**src/rtl/barrel_sched.sv**
```systemverilog
// barrel_sched: round-robin launch scheduler for the barrel pool with slot allocation and launch cooldown
// Ports: clk/rst_n (async active-low reset); game_en flushes state when low; animation blocks launches;
// req[1:0] launch requests (rising edge); done per-slot release edges; active per-slot draw enable;
// launch/launch_idx/grant describe an allocation; busy marks cooldown; free_cnt counts free slots.
module barrel_sched #(
  parameter int BARRELS  = 5,
  parameter int COOLDOWN = 162_500_000
) (
  input  logic               clk,
  input  logic               rst_n,
  input  logic               game_en,
  input  logic               animation,
  input  logic [1:0]         req,
  input  logic [BARRELS-1:0] done,
  output logic [BARRELS-1:0] active,
  output logic               launch,
  output logic [2:0]         launch_idx,
  output logic [1:0]         grant,
  output logic               busy,
  output logic [2:0]         free_cnt
);
  localparam int CW = COOLDOWN > 1 ? $clog2(COOLDOWN) : 1;
  typedef enum logic {ST_IDLE, ST_COOLDOWN} state_t;
  state_t             r_state, w_state_next;
  logic [BARRELS-1:0] r_active, r_done_prev, w_done_rise, w_alloc, w_active_next;
  logic [1:0]         r_pending, r_req_prev, r_grant, w_req_rise, w_grant, w_pending_next;
  logic [2:0]         r_launch_idx, r_free_cnt, w_slot, w_free_next;
  logic [CW-1:0]      r_cnt, w_cnt_next;
  logic               r_launch, r_rr, w_win, w_go, w_cnt_last;
  always_comb begin
    w_req_rise  = req & ~r_req_prev;
    w_done_rise = done & ~r_done_prev;
    w_slot = '0;
    for (int i = BARRELS - 1; i >= 0; i--)
      if (!r_active[i]) w_slot = 3'(i);
    w_alloc = BARRELS'(1) << w_slot;
    w_win   = (r_pending == 2'b11) ? r_rr : r_pending[1];
    // allocation looks at active before this cycle's releases, so a freed slot waits one cycle
    w_go    = (r_state == ST_IDLE) && game_en && !animation && (r_pending != 2'b00) && (r_free_cnt != 3'd0);
    w_grant = w_go ? (w_win ? 2'b10 : 2'b01) : 2'b00;
    w_active_next  = (r_active & ~w_done_rise) | (w_go ? w_alloc : '0);
    w_pending_next = (r_pending & ~w_grant) | w_req_rise;
    w_cnt_last   = r_cnt == CW'(COOLDOWN - 1);
    w_state_next = (r_state == ST_IDLE) ? (w_go ? ST_COOLDOWN : ST_IDLE) : (w_cnt_last ? ST_IDLE : ST_COOLDOWN);
    w_cnt_next   = (r_state == ST_COOLDOWN && !w_cnt_last) ? r_cnt + 1'b1 : '0;
    w_free_next  = '0;
    for (int i = 0; i < BARRELS; i++)
      w_free_next = w_free_next + {2'b00, ~w_active_next[i]};
  end
  always_ff @(posedge clk or negedge rst_n) begin
    if (!rst_n) begin
      r_state      <= ST_IDLE;
      r_active     <= '0;
      r_pending    <= '0;
      r_req_prev   <= '0;
      r_done_prev  <= '0;
      r_rr         <= 1'b0;
      r_cnt        <= '0;
      r_launch     <= 1'b0;
      r_launch_idx <= '0;
      r_grant      <= '0;
      r_free_cnt   <= 3'(BARRELS);
    end else begin
      r_req_prev  <= req;
      r_done_prev <= done;
      if (!game_en) begin
        r_state    <= ST_IDLE;
        r_active   <= '0;
        r_pending  <= '0;
        r_cnt      <= '0;
        r_launch   <= 1'b0;
        r_grant    <= '0;
        r_free_cnt <= 3'(BARRELS);
      end else begin
        r_state    <= w_state_next;
        r_active   <= w_active_next;
        r_pending  <= w_pending_next;
        r_cnt      <= w_cnt_next;
        r_launch   <= w_go;
        r_grant    <= w_grant;
        r_free_cnt <= w_free_next;
        if (w_go) begin
          r_launch_idx <= w_slot;
          r_rr         <= ~w_win;
        end
      end
    end
  end
  assign active     = r_active;
  assign launch     = r_launch;
  assign launch_idx = r_launch_idx;
  assign grant      = r_grant;
  assign busy       = r_state == ST_COOLDOWN;
  assign free_cnt   = r_free_cnt;
endmodule

```
**config.mk**
```make
export PLATFORM = sky130hd
export DESIGN_NAME = barrel_sched
export DESIGN_NICKNAME = d
export VERILOG_FILES = /design/src/rtl/barrel_sched.sv
export SDC_FILE = /design/constraint.sdc
export NUM_CORES = 1
export LEC_CHECK = 0
export CORE_ASPECT_RATIO = 1.1
export CORE_UTILIZATION = 55
export CTS_CLUSTER_DIAMETER = 50
export DETAILED_ROUTE_END_ITERATION = 8
export GPL_TIMING_DRIVEN = 0
export PLACE_DENSITY_LB_ADDON = 0.2
export SLEW_MARGIN = 15
export SYNTH_ARGS = -nofsm -noshare
export SYNTH_HDL_FRONTEND = slang
export SYNTH_SLANG_ARGS = --single-unit
```
**constraint.sdc**
```tcl
create_clock -name clk -period 3.39 [get_ports clk]
set_input_delay 0.339 -clock clk [delete_from_list [all_inputs] [get_ports clk]]
set_output_delay 0.339 -clock clk [all_outputs]
set_load 0.05 [all_outputs]
```
==> metrics <==
Slowest-stage cell, CP clkdlybuf4s50_1; Initial DRT Pass Iterations 4; Residual DRC 0; TritonCTS buffer count 5; PortBufs 25; Critical Path End free_cnt[1]; Period Utilization, post-route between 80% and 90%; RSZ-0062 raised after global routing no; DP Worst Slack -0.194 ns; Cell Rows 24; overall routed net length 4.31 mm; worst rel slew slack between 30% and 40%; routed length per instance between 10 and 15 um; Slew @ Worst Pin roughly 0.91 ns; die area around 0.0046 mm^2; Req. time, crit path ~3.6 ns; CP Buf/Inv Count 2; RR Startpoint busy; Synth Instances between 200 and 250; Max rail drop VDD ~0.00023 V; design area 0.00285 mm^2; Pwr Total approximately 0.0011 W; number of H-tree levels 2; ANT nets after route 0; total global routing overflow 0; Syn Nets between 200 and 250; worst r2r dst free_cnt[1]; CTS tree built; R2R depth 10; maximum clock frequency around 0.34 GHz; Placer Congestion 0.849; clk_lat worst skew approximately 0.30 ns; NumNets Final between 200 and 300; Synth Register Bits between 50 and 60; clk_skew approximately 0.0080 ns; total of max-cap violations 0; Slew Viols, Final 0; CP Capture Type flip-flop; detailed placement HPWL around 3.1 mm; Synth async-reset ratio 100%; Yosys Warn Count 0; startpoint types input pin; initial antenna violation count 0; core footprint just over 0.004 mm^2; Final Core Density 69.9%; # diodes 0; Placed Area 0.00273 mm^2; worst hold path class input pin to flip-flop; routed vias/inst 5.37; I/O pin total 26; Largest stage delay, worst path ~0.50 ns; register clock-pin slew on the reported worst setup and hold paths roughly 0.1 ns; Top Family by Delay on Critical Path adder cells; Die Wd roughly 65 um; vias in the first global route between 1,500 and 2,000; Total GRT Usage between 20 and 25%; crit-path most repeated cell fa_1; Synth Flop Type dfrtp_1; clk sinks 53; origin of the worst setup path game_en; Worst path depth 11; first-pass GRT wire length just under 8 mm; crit-path cells clkdlybuf4s50_1 -> nor3b_1 -> o211ai_1 -> inv_2 -> nand3_1 -> nor3_1 -> nor2_1 -> fa_1 -> fa_1 -> ha_1 -> and2_1; status finished clean; Die Y around 70 um; largest net degree at the start of global routing 34; fraction of layout cells with a size suffix above 1 8.55%; Final Setup Violations 0; Leak 1.20 nW; EDFF count, synth 0; Starting Density approximately three fifths; synthesis-to-layout area growth 18.9%; CTS Root Cell clkbuf_8; post-synthesis area per instance around 10 um^2; Crit Path Category input pin to flip-flop; total vias in the final route 1,723; CTS max path bufs 2; register area share after synthesis between 50% and 60%; r2r setup slk just under 0.5 ns; fin worst setup slack just over 0.4 ns; Mapped Area around 0.0024 mm^2; First DRT Iteration DRCs ~170; worst path arrival time around 3.2 ns; setup TNS 0 ns; min Tclk post-route ~3.0 ns; power density cells between 300 and 400 mW/mm^2; Final Hold Fails 0; crit path max fanout 7; Distinct cells, synth 38
[synth_stat cells (2+ instances only)]
cell type,count,area (um^2)
dfrtp_1,51,1280
nor2_1,39,146
nand2_1,21,78.8
nand3_1,17,85.1
xor2_1,17,149
nand4_1,10,62.6
inv_1,9,33.8
xnor2_1,7,61.3
and3_1,5,31.3
nand2b_1,5,31.3
nor3_1,5,25.0
a21oi_1,4,20.0
nor2b_1,4,25.0
o21ai_0,4,20.0
and2_1,3,18.8
a21boi_0,2,15.0
buf_6,2,22.5
dfstp_2,2,52.6
fa_1,2,40.0
ha_1,2,25.0
nor3b_1,2,15.0
o21a_1,2,15.0
[layer usage]
layer | share of wire, % | routed length, um | track usage (%) | vias to the layer above
met4 | 0.63 | 27 | 5.93 | 0
met2 | 48 | 2060 | 33.9 | 30
met3 | 3.9 | 170 | 5.57 | 2
met1 | 48 | 2050 | 32.7 | 837
met5 | 0 | 0 | 0 | -
li1 | - | - | - | 854
[worst reg2reg max path: stages, from the launching register on]
cell and delay (ns):
dfrtp_1 0.43, nor3b_1 0.21, o211ai_1 0.20, inv_2 0.17, nand3_1 0.15, nor3_1 0.22, nor2_1 0.09, fa_1 0.47
fa_1 0.43, ha_1 0.27, and2_1 0.15
[registers in the layout, indices dropped and copies added (netlist names)]
name	count
launch	1
r_pending	2
r_done_prev	5
busy	1
launch_idx	3
free_cnt	3
r_cnt	28
active	5
r_rr	1
r_req_prev	2
grant	2
[worst min path at each step]
stage | from | endpoint | cells after the start
after CTS | req[0] | r_req_prev[0] | 1
after floorplan | rst_n | active[0] | 0
final | req[0] | r_req_prev[0] | 1
after global routing | req[0] | r_req_prev[0] | 1
after detailed placement | rst_n | r_cnt[18] | 1
after global placement | launch_idx[0] | launch_idx[0] | 2
[metrics by stage]
step | std cells | hold WS, ns
2_1_floorplan | 231 | 0.0434
3_3_place_gp | 308 | 0.455
3_5_place_dp | 309 | 0.327
4_1_cts | 318 | 0.476
5_1_grt | 321 | 0.466
6_report | 321 | 0.481
[cell type report]
type	count	area [um^2]
buffer	4	31.3
clock buffer	5	68.8
clock inverter	3	21.3
fill	335	1230
inverter	9	33.8
multi-input combinational	165	1010
sequential	53	1330
tap	52	65.1
timing repair buffer	30	298
[placed cells by master, fill, tap and decap left out, drive strengths merged, types with 2 or more instances in the layout]
cell / n
nor4b: 2
clkbuf: 7
a21boi: 2
nor2b: 4
xnor2: 7
nand2b: 5
o21ai: 4
dfstp: 2
and2: 3
nor4: 2
inv: 10
or4: 2
and3: 5
buf: 7
nand3: 17
ha: 2
nor3: 5
clkdlybuf4s50: 24
nor3b: 2
dfrtp: 51
a21oi: 4
nand2: 21
nor2: 39
fa: 2
o21a: 2
xor2: 17
nand4: 10
[where the power goes]
part	internal, W	switching (W)	total [W]	leakage, nW
registers	0.000646	0.00000823	0.000655	0.710
clock network	0.000147	0.000209	0.000356	0.0445
logic	0.0000355	0.0000535	0.0000890	0.442
[what timing repair did]
item,CTS,global route
hold endpoints to repair,11,0
buffers inserted,0,3
hold buffers,1,0
resized for setup,0,1
setup endpoints to repair,0,2
[kinds of logic after synthesis]
| family | synth area share [%] |
|---|---|
| xor gates and xnor gates | 8.76 |
| buffers and inverters | 2.71 |
| AOI/OAI and AO/OA | 5.63 |
| adders and majority gates | 2.71 |
| and+or+nand+nor | 24.8 |
| DFF | 55.4 |
(Power assumes the default switching activity.)
